==> config.mk <==
export PLATFORM = sky130hd
export DESIGN_NAME = iob_uart_rxfifo
export DESIGN_NICKNAME = d
export VERILOG_FILES = /design/src/rtl/iob_uart_rxfifo.sv
export SDC_FILE = /design/constraint.sdc
export NUM_CORES = 1
export LEC_CHECK = 0
export CAP_MARGIN = 10
export CELL_PAD_IN_SITES_DETAIL_PLACEMENT = 1
export CELL_PAD_IN_SITES_GLOBAL_PLACEMENT = 2
export CORE_MARGIN = 2
export CORE_UTILIZATION = 48
export DETAILED_ROUTE_END_ITERATION = 8
export GPL_TIMING_DRIVEN = 0
export HOLD_SLACK_MARGIN = 0.06
export PLACE_DENSITY = 0.85
export SLEW_MARGIN = 20
export SYNTH_ARGS = -nofsm -noshare
export SYNTH_HDL_FRONTEND = slang
export SYNTH_SLANG_ARGS = --single-unit
==> constraint.sdc <==
create_clock -name clk_i -period 5.25 [get_ports clk_i]
set_input_delay 1.05 -clock clk_i [delete_from_list [all_inputs] [get_ports clk_i]]
set_output_delay 1.05 -clock clk_i [all_outputs]
set_load 0.02 [all_outputs]
==> src/rtl/iob_uart_rxfifo.sv <==
// UART RX drain buffer: fetches each byte from the core with a one-cycle read strobe.
// Bytes go into a first-word-fall-through FIFO; bytes arriving while it is full are counted as overruns.
module iob_uart_rxfifo #(
    parameter int DEPTH_LOG2 = 4,
    parameter int OVR_W      = 8
) (
    input  logic                  clk_i,
    input  logic                  arst_n_i,
    input  logic                  cke_i,
    input  logic                  soft_rst_i,
    input  logic                  core_rx_ready_i,
    input  logic [7:0]            core_rx_data_i,
    output logic                  core_rx_ren_o,
    output logic                  m_valid_o,
    output logic [7:0]            m_data_o,
    input  logic                  m_ready_i,
    output logic [DEPTH_LOG2:0]   level_o,
    output logic                  full_o,
    output logic                  overrun_o,
    output logic [OVR_W-1:0]      overrun_cnt_o,
    input  logic                  ovr_clr_i
);

    localparam int DEPTH = 1 << DEPTH_LOG2;
    localparam logic [DEPTH_LOG2:0]   LEVEL_FULL = (DEPTH_LOG2 + 1)'(DEPTH);
    localparam logic [DEPTH_LOG2:0]   LEVEL_ONE  = (DEPTH_LOG2 + 1)'(1);
    localparam logic [DEPTH_LOG2-1:0] PTR_ONE    = DEPTH_LOG2'(1);
    localparam logic [OVR_W-1:0]      CNT_ONE    = OVR_W'(1);

    typedef enum logic [1:0] {
        ST_IDLE  = 2'd0,
        ST_FETCH = 2'd1,
        ST_WAIT  = 2'd2
    } state_t;

    state_t                state_reg, state_next;
    logic [DEPTH_LOG2-1:0] wptr_reg, wptr_next;
    logic [DEPTH_LOG2-1:0] rptr_reg, rptr_next;
    logic [DEPTH_LOG2:0]   level_reg, level_next;
    logic                  overrun_reg, overrun_next;
    logic [OVR_W-1:0]      ovr_cnt_reg, ovr_cnt_next;
    logic [7:0]            mem [DEPTH];

    logic fetch, pop, push, drop;

    assign fetch = (state_reg == ST_FETCH);
    assign full_o = (level_reg == LEVEL_FULL);
    assign m_valid_o = (level_reg != '0);
    assign pop = m_valid_o & m_ready_i;
    // A full FIFO still accepts the byte when the head leaves in the same cycle.
    assign push = fetch & (~full_o | pop);
    assign drop = fetch & ~push;

    assign core_rx_ren_o = fetch;
    assign m_data_o      = m_valid_o ? mem[rptr_reg] : 8'h00;
    assign level_o       = level_reg;
    assign overrun_o     = overrun_reg;
    assign overrun_cnt_o = ovr_cnt_reg;

    always_comb begin
        state_next   = state_reg;
        wptr_next    = wptr_reg;
        rptr_next    = rptr_reg;
        level_next   = level_reg;
        overrun_next = overrun_reg;
        ovr_cnt_next = ovr_cnt_reg;

        case (state_reg)
            ST_IDLE:  if (core_rx_ready_i) state_next = ST_FETCH;
            ST_FETCH: state_next = ST_WAIT;
            ST_WAIT:  if (!core_rx_ready_i) state_next = ST_IDLE;
            default:  state_next = ST_IDLE;
        endcase

        if (push) wptr_next = wptr_reg + PTR_ONE;
        if (pop)  rptr_next = rptr_reg + PTR_ONE;

        case ({push, pop})
            2'b10:   level_next = level_reg + LEVEL_ONE;
            2'b01:   level_next = level_reg - LEVEL_ONE;
            default: level_next = level_reg;
        endcase

        // A drop coinciding with a clear leaves exactly that one drop recorded.
        if (ovr_clr_i) begin
            overrun_next = drop;
            ovr_cnt_next = drop ? CNT_ONE : '0;
        end else if (drop) begin
            overrun_next = 1'b1;
            if (ovr_cnt_reg != '1) ovr_cnt_next = ovr_cnt_reg + CNT_ONE;
        end

        if (soft_rst_i) begin
            state_next   = ST_IDLE;
            wptr_next    = '0;
            rptr_next    = '0;
            level_next   = '0;
            overrun_next = 1'b0;
            ovr_cnt_next = '0;
        end
    end

    always_ff @(posedge clk_i or negedge arst_n_i) begin
        if (!arst_n_i) begin
            state_reg   <= ST_IDLE;
            wptr_reg    <= '0;
            rptr_reg    <= '0;
            level_reg   <= '0;
            overrun_reg <= 1'b0;
            ovr_cnt_reg <= '0;
        end else if (cke_i) begin
            state_reg   <= state_next;
            wptr_reg    <= wptr_next;
            rptr_reg    <= rptr_next;
            level_reg   <= level_next;
            overrun_reg <= overrun_next;
            ovr_cnt_reg <= ovr_cnt_next;
        end
    end

    // Storage carries no reset; only the pointers define what is valid.
    always_ff @(posedge clk_i) begin
        if (cke_i && push && !soft_rst_i) mem[wptr_reg] <= core_rx_data_i;
    end

endmodule

### Word-level counts from Yosys, hierarchy flattened

Memories as Yosys holds them, arrays and structs flattened.
Index checks and enable logic that the tools add are counted.

* add/sub/neg operators: 5
* eq/ne operators: 8
* mux-type cells: 21
* bitwise logic cells: 6
* reductions and logical operators: 16

Operators with widths (count)
* 8-bit 2-to-1 mux: 5
* 4-bit 2-to-1 mux: 4
* 5-bit one-hot mux with 2 select lines: 1
* 3-bit nonzero test: 3
* 4-bit by 1-bit adder with 4-bit output, second input constant: 2
* 8-bit by 1-bit adder with 8-bit output, second input constant: 1
* 8-bit inequality test, second input constant: 1
* 2-bit AND reduction: 4
* 1-bit 2-to-1 mux: 6
* 2-bit 2-to-1 mux: 3
* 3-bit inequality test, second input constant: 2
* 2-bit one-hot mux with 3 select lines: 1
* 3-bit AND reduction: 2
* 5-bit by 1-bit adder with 5-bit output, second input constant: 1
* 5-bit == test, second input constant: 1
* 5-bit 2-to-1 mux: 1
* 5-bit nonzero test: 1
* 5-bit by 1-bit subtractor with 5-bit output, second input constant: 1
* 2-bit by 1-bit == test with 1-bit output, second input constant: 2
* 2-bit == test, second input constant: 2
* 2-bit nonzero test: 2
* 1-bit AND: 3
* 1-bit logical AND: 2
* 2-bit zero test: 1
* 3 further kinds: 4

* bits in registers: 24
* memory bits (writable): 128
* bits of input ports: 15
* output and inout port bits: 25
* word-level logic and storage cells: 63
* memories kept: 1

Memories
* mem: words 16, width 8, read ports 1, clocked after memory_dff 0, wr ports 1, line 42 `logic [7:0] mem [DEPTH];`

### Longest topological paths before layout

Gate-level depths: netlist of the first run.

* word-level depth: 9
* gate-level depth with buffers: 9
* gate-level depth less buffers: 9

### Least setup slack after synthesis of the first run

No wires, ideal clock.

* path type: in2reg
* start: in m_ready_i
* end: mem mem[3][0], enable pin
* library setup time: 0.395 ns
* data arrival time: 2.529 ns
* data required time: 4.855 ns
* setup slack: 2.327 ns
* stages: 4
* buffers on the path: 0
* cells stage by stage: nor2b_1 > a21oi_1 > nand2_1 > nor4_1

* cells in the longest elaborated chain, start to end: 7

Ends and longest elaborated chain
* start: declaration: line 16 `input logic m_ready_i,`
* 1-bit AND: line 49 `assign pop = m_valid_o & m_ready_i;`
* 1-bit OR: line 51 `assign push = fetch & (~full_o | pop);`
* 1-bit AND: line 51
* 1-bit logical AND (2 in a row): line 123 `if (cke_i && push && !soft_rst_i) mem[wptr_reg] <= core_rx_data_i;`
* 1-bit 2-to-1 mux: line 123
* 1-bit 2-to-1 mux (implied by the code): line 123
* end: declaration: line 42

Every way passes these cells.

### Worst setup path in the final report of the first run

* start: reg rptr_reg[0]
* end: out m_data_o[0]

* cells in the longest elaborated chain, start to end: 2

Ends and longest elaborated chain
* start: declaration: line 38 `logic [DEPTH_LOG2-1:0] rptr_reg, rptr_next;`
* start signal: assignment: line 114 `rptr_reg <= rptr_next;`
* memory read 16 x 8 bit
* 8-bit 2-to-1 mux: line 55 `assign m_data_o = m_valid_o ? mem[rptr_reg] : 8'h00;`
* end: declaration: line 15 `output logic [7:0] m_data_o,`

Every way passes these cells.

==> summary.txt, run 1 <==
STA
  – Fmax: 0.235 GHz
  – Setup TNS: 0 ns
  – Minimum clock period: 4.26 ns
  – Slew Viols, Final: 0
  – Endpoints failing hold: 0
  – Slew @ Worst Pin: 1.06 ns
  – Fin Hold WS: 0.488 ns
  – RSZ-0062 raised after global routing: false
  – # setup viols final: 0
  – Final period utilization: 81.1%
  – Clk_skew: 0.00907 ns
  – Rel. slew slack: 29.3%

Run
  – Max Cap Viol: 0

CTS
  – Setup bufs post-CTS: 0
  – Bufs on Longest Clock Path: 2
  – Worst-skew pair later-pin latency: 0.43 ns
  – Inserted Clock Buffers: 17
  – # H-tree levels: 4
  – Clock tree sinks: 152
  – TritonCTS clock tree: built
  – Hold-fix buffers at CTS: 0
  – Clock-pin transition on the worst setup and hold timing paths: 0.07 ns
  – Root buf cell: clkbuf_16
  – Post_cts resized: 0

Floorplan
  – Total die area: 0.0145 mm2
  – # rows: 42
  – Die height: 120 um
  – Chip Width: 120 um
  – Initial core utilization: 49.1%
  – Core box area: 0.0132 mm2
  – Top Ports: 40

Final layout
  – # nets final: 479
  – Ant diodes: 0
  – Commonest non-fill, non-tap cell in the layout: edfxtp_1
  – Most frequent cells in the layout: edfxtp_1, clkdlybuf4s50_1, mux4_2
  – Register Area: 0.00444 mm2
  – FILL cells: 1263
  – Most flop-heavy register: mem
  – Footprint of the multi-input gates: 0.00195 mm2
  – Layout cells sized above 1: 17.6%
  – Area grow syn2layout: 19.3%
  – Max reg flops: 128
  – Fin area: 0.00776 mm2
  – Final Util: 58.6%

GRT
  – GRT Residual Overflow: 0
  – GRT Overall Usage: 23.3%
  – Initial antenna violation count: 0
  – Vias in the first global route: 4139
  – Largest net degree at the start of global routing: 25
  – First-pass GRT wire length: 24200 um

Pwr
  – Sequential power share: 38.2%
  – Leakage Power: 2.59 nW
  – Worst VDD drop: 240 uV
  – PD cells: 469 mW/mm2
  – Comb pwr share: 27.9%
  – Clk network pwr share: 33.8%
  – Internal: 2.52 mW
  – Design Power: 3.64 mW
  – Sw power: 1.12 mW
  – Switching Share: 30.7%

Synth
  – Asr flop ratio synth: 15.8%
  – Synth cell types: 48
  – Syn_nets: 417
  – Synth Cell Area: 0.00650 mm2
  – Syn Area/Cell: 16.6 um2
  – Yosys warns: 0
  – Ys flop type: edfxtp_1
  – Synthesized flop and latch total: 152
  – Post-synth EDFFs: 128
  – Post-synthesis cell count: 392
  – Seq/Total Area, Yosys: 68.3%

Worst setup path
  – Worst setup path class: register to primary output
  – Worst r2r dst: mem[8][3]
  – R2R cell count: 5
  – Critical Path RT: 4.20 ns
  – Worst R2R Start: level_o[4]
  – Critical Path Source Type: register
  – CP Capture Type: primary output
  – Arr. time, crit path: 3.21 ns
  – FF-to-FF setup slack: 2.32 ns
  – Crit-path max FO: 10

Worst hold path
  – Min-delay src: state_reg[1]
  – Min-Delay Endpoint: state_reg[0]
  – Hold depth: 1
  – Min-Delay Path Class: register to register

Placed design
  – Port Buffers: 39
  – HPWL after DPL: 10200 um
  – Placed cell area: 0.00717 mm2
  – Routability cong.: 0.784

Detailed routing
  – Residual DRC: 0
  – Routed WL per cell: 24.4 um
  – Vias per cell: 5.90
  – Antenna viol nets, final: 0
  – DRT iter0 DRCs: 266
  – Routed wire length: 15700 um
  – Via count: 3796
  – Detailed Routing Iterations Pass 1: 7

Status
  – Outcome: finished clean
## metal layers
layer  track usage [%]  vias to the layer above  share of wire, %
li1                  -                     1680                 -
met4              9.74                        0               2.9
met1              28.2                     1958                41
met2              39.2                      120                51
met5                 0                        -                 0
met3              6.65                       38               5.3
## through the flow
stage,std cells,setup WS [ns]
after global routing,643,0.850
after floorplan,392,2.33
final,643,0.990
after detailed placement,611,1.21
after global placement,607,0.815
after CTS,643,0.977
## power groups by stage
stage	clock [mW]	sequential [mW]	combinational [mW]
4_1_cts	1.24	1.39	1.03
3_5_place_dp	0	1.41	1.02
6_report	1.23	1.39	1.02
2_1_floorplan	0	1.42	0.643
5_1_grt	1.28	1.40	1.10
3_3_place_gp	0	1.41	0.982
## worst max-delay path: stages, from the launching register on
cell	delay, ns
dfrtp_1	0.37
clkbuf_1	0.33
buf_2	0.46
mux4_2	0.57
mux2i_1	0.35
o22ai_1	0.14
clkdlybuf4s50_1	0.56
## cell families (layout without fill, tap and decap cells)
| family | count (synthesis) | in the layout | share of synthesized area [%] |
|---|---|---|---|
| mux | 57 | 57 | 15.0 |
| xor+xnor | 2 | 2 | 0.269 |
| simple gates | 83 | 83 | 6.81 |
| fa+ha+maj | 10 | 10 | 2.04 |
| buf+inv | 36 | 111 | 2.13 |
| flops | 152 | 152 | 68.3 |
| compound gates | 52 | 52 | 5.42 |
## area by class of cell
cell class                 instances  share of cell area, %
clock inverter                    15                   2.15
sequential                       152                   57.3
tap                              176                   2.84
clock buffer                      17                   5.48
multi-input combinational        204                   25.1
buffer                            17                  0.871
timing repair buffer              43                   5.35
inverter                          19                  0.919
## how the worst max path moves through the flow
stage,cells past startpoint,slack [ns],start,endpoint
after floorplan,4,2.33,m_ready_i,mem[3][0]
after global placement,5,0.81,m_ready_i,mem[1][2]
after detailed placement,6,1.21,m_ready_i,mem[8][2]
after CTS,6,0.98,rptr_reg[0],m_data_o[0]
after global routing,6,0.85,rptr_reg[0],m_data_o[0]
final,6,0.99,rptr_reg[0],m_data_o[0]
## Yosys cell counts (all sizes together), types with 4 or more instances
master	instances	share of area, %
dfrtp	24	9.2
o21ai	10	0.83
or4	4	0.52
mux2	4	0.69
a21oi	8	0.62
nor4	5	0.71
buf	4	0.29
o22ai	12	1.2
inv	19	1.1
nor2	21	1.2
and2	9	0.87
clkbuf	13	0.75
nand2	19	1.1
ha	9	1.7
mux2i	21	3.2
a31oi	4	0.38
mux4	32	11
edfxtp	128	59
nand3	9	0.77
No activity file was read; power rests on OpenSTA's default activity.
==> run 2: changes to the inputs <==
--- a/config.mk
+++ b/config.mk
@@ -9,11 +9,11 @@
 export CELL_PAD_IN_SITES_DETAIL_PLACEMENT = 1
 export CELL_PAD_IN_SITES_GLOBAL_PLACEMENT = 2
 export CORE_MARGIN = 2
-export CORE_UTILIZATION = 48
+export CORE_UTILIZATION = 44
 export DETAILED_ROUTE_END_ITERATION = 8
 export GPL_TIMING_DRIVEN = 0
 export HOLD_SLACK_MARGIN = 0.06
-export PLACE_DENSITY = 0.85
+export PLACE_DENSITY = 0.79
 export SLEW_MARGIN = 20
 export SYNTH_ARGS = -nofsm -noshare
 export SYNTH_HDL_FRONTEND = slang
==> constraint.sdc (replaced) <==
create_clock -name clk_i -period 4.4 [get_ports clk_i]
set_input_delay 0.88 -clock clk_i [delete_from_list [all_inputs] [get_ports clk_i]]
set_output_delay 0.88 -clock clk_i [all_outputs]
set_load 0.02 [all_outputs]
==> summary.txt, run 2 (synthesis gave the netlist of run 1 again) <==
Status
  – Outcome: finished clean

Placed design
  – Port Buffers: 39 (unchanged)
  – Place WS: 0.669 ns (-0.544 ns)
  – HPWL after DPL: 9760 um (-4.2%)
  – Routability cong.: 0.798 (+1.8%)
  – Placed cells: 619 (+1.3%)

Final layout
  – Ant diodes: 0 (unchanged)
  – Layout Cells excl Fill: 650 (+1.1%)
  – Most frequent cells in the layout: edfxtp_1, clkdlybuf4s50_1, mux4_2
  – Most flop-heavy register: mem
  – Commonest non-fill, non-tap cell in the layout: edfxtp_1
  – Final Util: 53.0% (-5.6 points)
  – Layout cells sized above 1: 17.2% (-0.39 points)
  – # nets final: 479 (unchanged)
  – Area grow syn2layout: 18.0%
  – Max reg flops: 128 (unchanged)
  – FILL cells: 1378 (+9.1%)

CTS
  – Post_cts resized: 0 (unchanged)
  – TritonCTS clock tree: built
  – Inserted Clock Buffers: 17 (unchanged)
  – Setup bufs post-CTS: 0 (unchanged)
  – Clock tree sinks: 152 (unchanged)
  – Hold-fix buffers at CTS: 0 (unchanged)
  – Bufs on Longest Clock Path: 2 (unchanged)
  – # H-tree levels: 4 (unchanged)
  – Clock-pin transition on the worst setup and hold timing paths: 0.06 ns (about the same)
  – Worst-skew pair later-pin latency: 0.42 ns (about the same)
  – Root buf cell: clkbuf_16

Floorplan
  – # rows: 44 (+4.8%)
  – Core box area: 0.0145 mm2 (+9.3%)
  – Chip Width: 126 um (+4.3%)
  – Initial core utilization: 44.9% (-4.2 points)
  – Total die area: 0.0158 mm2 (+8.8%)
  – Top Ports: 40 (unchanged)
  – Die height: 126 um (+4.3%)

Detailed routing
  – Routed WL per cell: 21.8 um (-11%)
  – Detailed Routing Iterations Pass 1: 4 (-3)
  – Vias per cell: 5.62 (-4.7%)
  – Via count: 3656 (-3.7%)
  – Residual DRC: 0 (unchanged)
  – Antenna viol nets, final: 0 (unchanged)
  – Routed wire length: 14200 um (-9.7%)
  – DRT iter0 DRCs: 245 (-7.9%)

Pwr
  – Leakage Power: 2.57 nW (-1.0%)
  – Design Power: 4.12 mW (+13%)
  – Worst VDD drop: 270 uV (+12%)
  – PD cells: 537 mW/mm2 (+15%)

Run
  – Max Cap Viol: 0 (unchanged)

STA
  – Final worst setup slack: 0.315 ns (-0.675 ns)
  – Final period utilization: 92.8%
  – # setup viols final: 0 (unchanged)
  – Minimum clock period: 4.08 ns
  – RSZ-0062 raised after global routing: false
  – Setup TNS: 0 ns (unchanged)
  – Slew Viols, Final: 0 (unchanged)
  – Slew @ Worst Pin: 0.982 ns (-0.0741 ns)
  – Fmax: 0.245 GHz
  – Rel. slew slack: 34.3% (+5.0 points)
  – Clk_skew: 0.0105 ns (+0.00147 ns)
  – Endpoints failing hold: 0 (unchanged)

Worst setup path
  – Arr. time, crit path: 3.20 ns (about the same)
  – Critical Path RT: 3.52 ns (-0.68 ns)
  – Crit-path max FO: 10 (unchanged)
  – Critical Path Source Type: register
  – CP Capture Type: primary output
  – Worst setup path class: register to primary output

GRT
  – Initial antenna violation count: 0 (unchanged)
  – First-pass GRT wire length: 22500 um (-7.0%)
  – Vias in the first global route: 3968 (-4.1%)
  – GRT Residual Overflow: 0 (unchanged)
  – Largest net degree at the start of global routing: 25 (unchanged)
  – GRT Overall Usage: 19.2% (-4.1 points)

Worst hold path
  – Min-Delay Path Class: primary input to async pin
-- run 2: cell count changes in the layout (fill, tap and decap cells not counted), moves of 2 or more --
cell	before	now
buf_2	4	8
buf_4	4	0
bufinv_16	2	0
clkinv_2	0	6
inv_6	4	1
-- run 2: final timing paths --
check / startpoint / to / slack (ns) / cells past startpoint
max: rptr_reg[3] / m_data_o[5] / 0.32 / 5
min: arst_n_i / overrun_o / 0.47 / 1
max reg2reg: level_o[1] / level_o[4] / 1.52 / 9
min reg2reg: state_reg[1] / state_reg[0] / 0.49 / 1
max in group asynchronous: arst_n_i / rptr_reg[2] / 3.53 / 1
min in group clk_i: state_reg[1] / state_reg[0] / 0.49 / 1
-- run 2: layer usage --
layer  global-route usage [%]  up-vias  share of wire [%]
li1                         -     1690                  -
met1                     23.6     1872                 42
met2                     34.1       80                 53
met3                     3.85       14                3.8
met4                     6.27        0                1.1
met5                        0        -                  0
-- run 2: area by class of cell --
type / instances / area [um2] / area share, %
clock buffers: 18 / 429 / 5.59
inverters: 19 / 71.3 / 0.929
flip-flops and latches: 152 / 4440 / 57.9
clock inverters: 13 / 82.6 / 1.08
plain buffers: 17 / 67.6 / 0.880
repair buffers: 43 / 405 / 5.28
well taps: 184 / 230 / 3.00
multi-input cells: 204 / 1950 / 25.4
-- run 2: report_power, final --
part	internal, mW	leakage [nW]	switching [mW]
clock	0.710	0.249	0.556
sequential	1.60	1.48	0.0537
combinational	0.558	0.842	0.643
-- run 2: per-stage QoR --
stage | cell area (um2) | hold slack, ns
after CTS | 7680 | 0.468
after floorplan | 6500 | 0.458
after detailed placement | 7170 | 0.484
after global routing | 7680 | 0.495
final | 7680 | 0.466
after global placement | 7130 | 0.471
-- run 2: critical path, cell delays in order (launching register included) --
cell and delay, ns:
dfrtp_1 0.32, clkbuf_1 0.62, buf_1 0.70, mux2i_1 0.24, o22ai_1 0.25, clkdlybuf4s50_1 0.65
==> run 3: changes to the inputs <==
--- a/config.mk
+++ b/config.mk
@@ -14,6 +14,7 @@
 export GPL_TIMING_DRIVEN = 0
 export HOLD_SLACK_MARGIN = 0.06
 export PLACE_DENSITY = 0.79
+export RECOVER_POWER = 50
 export SLEW_MARGIN = 20
 export SYNTH_ARGS = -nofsm -noshare
 export SYNTH_HDL_FRONTEND = slang
==> summary.txt, run 3 (synthesis gave the netlist of run 1 again) <==
Worst setup path
  – Worst r2r dst: level_o[4]
  – Crit-path max FO: 10 (unchanged)
  – R2R cell count: 9 (unchanged)
  – Critical Path RT: 3.52 ns (about the same)
  – Worst R2R Start: level_o[1]
  – Worst setup path class: register to primary output
  – Crit path max-delay cell type: buf_1
  – FF-to-FF setup slack: 1.52 ns (about the same)
  – Critical Path, Cell by Cell: clkbuf_1 -> buf_1 -> mux2i_1 -> o22ai_1 -> clkdlybuf4s50_1
  – Critical Path Source Type: register
  – Arr. time, crit path: 3.21 ns (about the same)
  – CP Capture Point: m_data_o[5]
  – Slowest cell delay on critical path: 0.71 ns (about the same)
  – Critical path startpoint: rptr_reg[3]
  – CP Capture Type: primary output

Detailed routing
  – Residual DRC: 0 (unchanged)
  – Detailed Routing Iterations Pass 1: 4 (unchanged)
  – Routed WL per cell: 21.8 um (+0.11%)
  – Antenna viol nets, final: 0 (unchanged)
  – DRT iter0 DRCs: 242 (-1.2%)
  – Vias per cell: 5.62 (unchanged)
  – Routed wire length: 14200 um (+0.11%)
  – Via count: 3656 (unchanged)

GRT
  – Most used routing layer: met2
  – First-pass GRT wire length: 22500 um (unchanged)
  – GRT Overall Usage: 19.2% (unchanged)
  – Met1 Use GR: 23.6% (unchanged)
  – Met3 usage: 3.85% (unchanged)
  – Met2 usage: 34.1% (unchanged)
  – Initial antenna violation count: 0 (unchanged)
  – Largest net degree at the start of global routing: 25 (unchanged)
  – Vias in the first global route: 3968 (unchanged)
  – GRT Residual Overflow: 0 (unchanged)

Placed design
  – Routability cong.: 0.798 (unchanged)
  – HPWL after DPL: 9760 um (unchanged)
  – Port Buffers: 39 (unchanged)

CTS
  – Clock-pin transition on the worst setup and hold timing paths: 0.06 ns (about the same)
  – TritonCTS clock tree: built
  – Bufs on Longest Clock Path: 2 (unchanged)
  – Clock tree sinks: 152 (unchanged)
  – Hold-fix buffers at CTS: 0 (unchanged)
  – Post_cts resized: 0 (unchanged)
  – # H-tree levels: 4 (unchanged)
  – Inserted Clock Buffers: 17 (unchanged)
  – Worst-skew pair later-pin latency: 0.42 ns (about the same)
  – Root buf cell: clkbuf_16
  – Setup bufs post-CTS: 0 (unchanged)

Final layout
  – # nets final: 479 (unchanged)
  – Layout cells sized above 1: 16.5% (-0.64 points)
  – Most frequent cells in the layout: edfxtp_1, mux4_2, clkdlybuf4s50_1
  – Area grow syn2layout: 17.9%
  – Most flop-heavy register: mem
  – Ant diodes: 0 (unchanged)
  – Max reg flops: 128 (unchanged)
  – Commonest non-fill, non-tap cell in the layout: edfxtp_1

Worst hold path
  – Min-Delay Path Class: register to register
  – Min-delay src: state_reg[1]

STA
  – # setup viols final: 0 (unchanged)
  – Fmax: 0.245 GHz (about the same)
  – Final period utilization: 92.9% (about the same)
  – Minimum clock period: 4.09 ns (+0.00391 ns)
  – Slew Viols, Final: 0 (unchanged)
  – RSZ-0062 raised after global routing: false
  – Endpoints failing hold: 0 (unchanged)
  – Setup TNS: 0 ns (unchanged)
  – Slew @ Worst Pin: 1.43 ns (+0.447 ns)
  – Clk_skew: 0.00996 ns (-0.000582 ns)
  – Rel. slew slack: 4.72% (-30 points)

Pwr
  – Sw power: 1.25 mW (-0.12%)
  – Switching Share: 30.4% (about the same)
  – Worst VDD drop: 269 uV (-0.16%)
  – Leakage Power: 2.57 nW (about the same)
  – Comb pwr share: 29.0% (about the same)
  – Internal: 2.87 mW (about the same)
  – Clk network pwr share: 30.7% (about the same)
  – Sequential power share: 40.2% (about the same)
  – PD cells: 537 mW/mm2 (about the same)
  – Design Power: 4.12 mW (-0.11%)

Floorplan
  – Total die area: 0.0158 mm2 (unchanged)
  – # rows: 44 (unchanged)
  – Die height: 126 um (unchanged)
  – Initial core utilization: 44.9% (unchanged)
  – Top Ports: 40 (unchanged)
  – Chip Width: 126 um (unchanged)
  – Core box area: 0.0145 mm2 (unchanged)

Run
  – Max Cap Viol: 0 (unchanged)

Status
  – Outcome: finished clean
## run 3: cell types whose count changed in the layout (fill, tap and decap cells not counted)
cell             delta
clkbuf_1            +1
clkdlybuf4s50_1    -11
o21ai_0             +1
buf_2               -1
nand3_2             -1
o21ai_2             -1
nand3_1             +1
dlygate4sd3_1      +11
## run 3: area by class of cell
type	instances	area, um2
Clock inverter	13	82.6
Clock buffer	18	429
Inverter	19	71.3
Multi-Input combinational cell	204	1940
Tap cell	184	230
Fill cell	1379	6810
Timing Repair Buffer	43	404
Sequential cell	152	4440
Buffer	17	67.6
## run 3: worst max-delay path, delay by kind of cell, from the launching register on
family,cells,cell delay [ns]
AOI/OAI and AO/OA,1,0.25
buffers and inverters,3,1.98
DFF,1,0.32
muxes,1,0.24
## run 3: how the worst min path moves through the flow
stage | to | cells after the start
6_report | state_reg[0] | 1
5_1_grt | state_reg[0] | 1
4_1_cts | overrun_cnt_o[1] | 1
3_5_place_dp | state_reg[0] | 1
3_3_place_gp | state_reg[0] | 1
2_1_floorplan | state_reg[0] | 1
## run 3: power by group through the flow
| stage | sequential (mW) | combinational, mW | clock [mW] |
|---|---|---|---|
| after floorplan | 1.70 | 0.767 | 0 |
| after global placement | 1.68 | 1.18 | 0 |
| after detailed placement | 1.69 | 1.22 | 0 |
| after CTS | 1.66 | 1.22 | 1.29 |
| after global routing | 1.67 | 1.29 | 1.34 |
| final | 1.66 | 1.20 | 1.27 |
## run 3: stage by stage
step	utilization [%]	cells	hold slack [ns]	cell area [um2]	worst slack [ns]
floorplan	-	392	0.458	6500	1.65
global placement	49.2	615	0.471	7130	-0.0570
detailed placement	49.5	619	0.484	7170	0.669
CTS	53.0	650	0.468	7680	0.264
global route	53.0	650	0.517	7670	0.184
finish	53.0	650	0.487	7670	0.311
## run 3: per-layer routing
metal	wire, um	part of all wire, %	up-vias
met5	0	0	-
met4	161	1.1	0
met3	564	4.0	14
met2	7570	53	86
met1	5880	41	1865
li1	-	-	1691
